<file path="src/rtl/divider_bank_pkg.sv">
// Shared types and constants for the divider bank.
// Channel FSM states and mode encodings.
package divider_bank_pkg;

    typedef enum logic {
        DIVCH_IDLE,
        DIVCH_RUN
    } divch_state_t;

    localparam logic MODE_PERIODIC = 1'b0;
    localparam logic MODE_ONESHOT  = 1'b1;

endpackage

</file>
<file path="src/rtl/divider_channel.sv">
// One programmable tick channel.
// Holds the IDLE/RUN FSM, the counter and the tick flop.
module divider_channel
    import divider_bank_pkg::*;
#(
    parameter int WIDTH = 16
) (
    input  logic             clk,
    input  logic             reset,
    input  logic             en,
    input  logic             ch_en,
    input  logic             mode,
    input  logic             load,
    input  logic [WIDTH-1:0] period,
    output logic             tick,
    output logic             busy,
    output logic [WIDTH-1:0] count
);

    divch_state_t     state;
    divch_state_t     state_d;
    logic [WIDTH-1:0] count_d;
    logic             tick_d;

    always_ff @(posedge clk) begin
        if (reset) begin
            state <= DIVCH_IDLE;
            count <= '0;
            tick  <= 1'b0;
        end else begin
            state <= state_d;
            count <= count_d;
            tick  <= tick_d;
        end
    end

    always_comb begin
        state_d = state;
        count_d = count;
        tick_d  = 1'b0;
        unique case (state)
            DIVCH_IDLE: begin
                if (load || (mode == MODE_PERIODIC && ch_en && en)) begin
                    state_d = DIVCH_RUN;
                    count_d = '0;
                end
            end
            DIVCH_RUN: begin
                // Load beats a coincident terminal event and ignores enables.
                if (load) begin
                    count_d = '0;
                end else if (en && ch_en) begin
                    if (count >= period) begin
                        count_d = '0;
                        tick_d  = 1'b1;
                        if (mode == MODE_ONESHOT)
                            state_d = DIVCH_IDLE;
                    end else begin
                        count_d = count + WIDTH'(1);
                    end
                end
            end
            default: begin
                state_d = DIVCH_IDLE;
                count_d = '0;
            end
        endcase
    end

    assign busy = (state == DIVCH_RUN);

endmodule

</file>
<file path="src/rtl/divider_bank.sv">
// Multi-channel programmable tick generator.
// NCH independent divider_channel instances sharing one clock.
module divider_bank
    import divider_bank_pkg::*;
#(
    parameter int NCH   = 4,
    parameter int WIDTH = 16
) (
    input  logic                      clk,
    input  logic                      reset,
    input  logic                      en,
    input  logic [NCH-1:0]            ch_en,
    input  logic [NCH-1:0]            mode,
    input  logic [NCH-1:0]            load,
    input  logic [NCH-1:0][WIDTH-1:0] period,
    output logic [NCH-1:0]            tick,
    output logic [NCH-1:0]            busy,
    output logic [NCH-1:0][WIDTH-1:0] count
);

    for (genvar i = 0; i < NCH; i++) begin : g_ch
        divider_channel #(
            .WIDTH(WIDTH)
        ) u_ch (
            .clk   (clk),
            .reset (reset),
            .en    (en),
            .ch_en (ch_en[i]),
            .mode  (mode[i]),
            .load  (load[i]),
            .period(period[i]),
            .tick  (tick[i]),
            .busy  (busy[i]),
            .count (count[i])
        );
    end

endmodule

</file>
<file path="config.mk">
export PLATFORM = sky130hd
export DESIGN_NAME = divider_bank
export DESIGN_NICKNAME = d
export VERILOG_FILES = /design/src/rtl/divider_bank_pkg.sv /design/src/rtl/divider_channel.sv /design/src/rtl/divider_bank.sv
export SDC_FILE = /design/constraint.sdc
export NUM_CORES = 1
export LEC_CHECK = 0
export CAP_MARGIN = 20
export CORE_UTILIZATION = 40
export DETAILED_ROUTE_END_ITERATION = 7
export HOLD_SLACK_MARGIN = 0.12
export PLACE_DENSITY = 0.66
export SETUP_SLACK_MARGIN = 0.3
export SYNTH_ARGS = -nofsm -noshare
export SYNTH_HDL_FRONTEND = slang
export SYNTH_SLANG_ARGS = --single-unit
</file>
<file path="constraint.sdc">
create_clock -name clk -period 2.4 [get_ports clk]
set_input_delay 0.24 -clock clk [delete_from_list [all_inputs] [get_ports clk]]
set_output_delay 0.24 -clock clk [all_outputs]
set_load 0.01 [all_outputs]
</file>
==> metrics.yaml <==
ctsHoldBuffers: 0
crit_type: "reg -> reg"
status: "completed"
synth_cell_types: 61
htreeDepth: 3
syn_to_final_growth_pct: 62.7
r2r_cells: 8
syn_nets: 799
drt_iter0_drc: 244
layout_commonest_cell: "clkdlybuf4s50_1"
rsz0062_at_grt: "yes"
drc: 0
path_clk_slew_ns: 0.05
ys_ff_latch: 72
die_h_um: 115
place_congestion: 0.825
holdPathStages: 2
yosysWarnings: 0
layout_common_cells: "clkdlybuf4s50_1, buf_4, inv_1, nand2_1, nor2_1"
setup-tns-final_ns: 0
io_pins: 151
grt_use_total_pct: 23.3
skew_ns: 0.00506
hold_path_class: "reg -> reg"
dp_hpwl_mm: 11.6
grt_pass1_vias: 5396
synth_area_sq_mm: 0.00511
arrival_ns: 2.49
leakage_nw: 3.44
slew_viol_final: 0
tightest_slew_ns: 0.593
critPathLaunchType: "flop"
wl_per_cell_um: 14.9
clock_path_buffers: 2
cp_max_fo: 7
max_slew_margin_pct: 60.1
irDropWorstVdd_v: 0.000297
tritoncts: "done"
cp-end-kind: "flop"
power.density_mw_per_mm2: 355
num_rows: 40
timing.final.crit_share_pct: 94.5
final_antenna_net_count: 0
antennaDiodeCount: 0
finalCriticalPeriod_ns: 2.27
numClockSinks: 72
placed_area_sq_mm: 0.00729
cts_buffers: 9
avgSynthCellArea_sq_um: 7.84
dieArea_sq_mm: 0.0132
die_x_um: 115
insertion_delay_ns: 0.34
grt_max_degree: 30
drive_above_1_share_pct: 24.5
core_area_sq_mm: 0.0122
ys.flop_type: "dfxtp_1"
clock.fmax_mhz: 441
drt_wl_total_mm: 15.7
cap_viol_max_count: 0
num-nets-final: 1029
grt-ovfl-total: 0
grt_pass1_wl_mm: 24.7
hold_viol_final: 0
setup_slack_ns: 0.131
postLayoutCoreUtil_pct: 68.1
portBuffers: 150
clockRootBuffer: "clkbuf_16"
p_total_mw: 2.95
drtPass1Iterations: 4
worstPathRequired_ns: 2.62
grt_antenna_before_repair: 0
vias: 5484
start_util_pct: 41.9
dp_slack_ns: -0.347
syn_inst: 652
finalInstanceArea_sq_mm: 0.00832
async_flop_share_pct: 0
synth_edf_count: 0
finalSetupViolCount: 0
viasPerCell: 5.20
seq_area_frac_synth_pct: 28.2
[registers in the layout, summed over array words and instances (netlist names)]
signal and cells:
g_ch.u_ch.busy 4, g_ch.u_ch.tick 4, g_ch.u_ch.count 64
[routing by layer]
metal	up-vias	part of all wire, %	track usage, %
li1	2738	-	-
met1	2575	43	28.4
met2	150	51	40.9
met3	21	4.7	4.01
met4	0	1.8	9.09
met5	-	0	0
[cell type report]
class                           count  area (sq um)
Timing Repair Buffer              236          2180
Clock buffer                       15           268
Fill cell                         975          3890
Sequential cell                    72          1480
Multi-Input combinational cell    492          3910
Tap cell                          168           210
Inverter                           71           267
[final timing paths]
check	from	slack [ns]	to
worst max-delay path	g_ch[3].u_ch.count[15]	0.13	g_ch[3].u_ch.count[3]
worst min-delay path	g_ch[0].u_ch.busy	0.51	g_ch[0].u_ch.busy
worst max register to register	g_ch[3].u_ch.count[15]	0.13	g_ch[3].u_ch.count[3]
worst min register to register	g_ch[0].u_ch.busy	0.51	g_ch[0].u_ch.busy
[critical path, stage by stage, from the launching register on]
cell,delay [ns]
dfxtp_2,0.34
ha_4,0.26
nand4_1,0.16
or4_4,0.54
o31ai_4,0.33
nor3_4,0.07
buf_6,0.13
o21bai_4,0.24
nor2_1,0.07
[cell families (layout without fill, tap and decap cells)]
kind of cell               count (synthesis)  count (layout)  share of synthesized area (%)
and+or+nand+nor                          276             276                           27.3
AOI/OAI and AO/OA                        116             116                           15.2
buffers and inverters                     88             322                           7.14
DFF                                       72              72                           28.2
adders and majority gates                 68              68                           16.6
xor gates and xnor gates                  30              30                           5.14
muxes                                      2               2                          0.392
[power by group]
group          switching [mW]  internal (mW)  leakage (nW)
Sequential            0.00908           1.20         0.595
Combinational           0.216          0.272          2.71
Clock                   0.503          0.753         0.130
[what timing repair did]
action / in CTS / in global routing
setup endpoints to repair: 54 / 69
resized for setup: 51 / 95
buffers inserted: 13 / 8
pin swaps: 44 / 52
gates cloned: 0 / 1
[per-stage QoR]
step / hold slack [ns] / std cells
2_1_floorplan: 0.395 / 652
3_3_place_gp: 0.472 / 1017
3_5_place_dp: 0.487 / 1017
6_report: 0.511 / 1054
5_1_grt: 0.533 / 1054
4_1_cts: 0.522 / 1045
[cell usage after synthesis (3+ instances only)]
| cell type | count | share of area (%) |
|---|---|---|
| o21ai_0 | 22 | 2.2 |
| a21o_1 | 3 | 0.44 |
| nand3_1 | 26 | 2.5 |
| and3_1 | 9 | 1.1 |
| nor2b_1 | 15 | 1.8 |
| nor3b_1 | 5 | 0.73 |
| o21a_1 | 4 | 0.59 |
| nor2_1 | 69 | 5.1 |
| xor2_1 | 20 | 3.4 |
| inv_1 | 71 | 5.2 |
| ha_1 | 68 | 17 |
| a31oi_1 | 14 | 1.7 |
| xnor2_1 | 10 | 1.7 |
| nand3b_1 | 5 | 0.73 |
| nor3_1 | 19 | 1.9 |
| clkbuf_1 | 7 | 0.51 |
| o22a_1 | 3 | 0.51 |
| dfxtp_1 | 72 | 28 |
| and2_1 | 4 | 0.49 |
| o311ai_0 | 4 | 0.69 |
| a211oi_1 | 4 | 0.59 |
| nand2b_1 | 10 | 1.2 |
| nand2_1 | 67 | 4.9 |
| or2_2 | 3 | 0.37 |
| buf_4 | 9 | 1.3 |
| nand4_1 | 24 | 2.9 |
| nor4_1 | 3 | 0.37 |
| and4_1 | 4 | 0.69 |
| a21oi_1 | 36 | 3.5 |
Note: power is estimated with default switching activity, not from simulation.
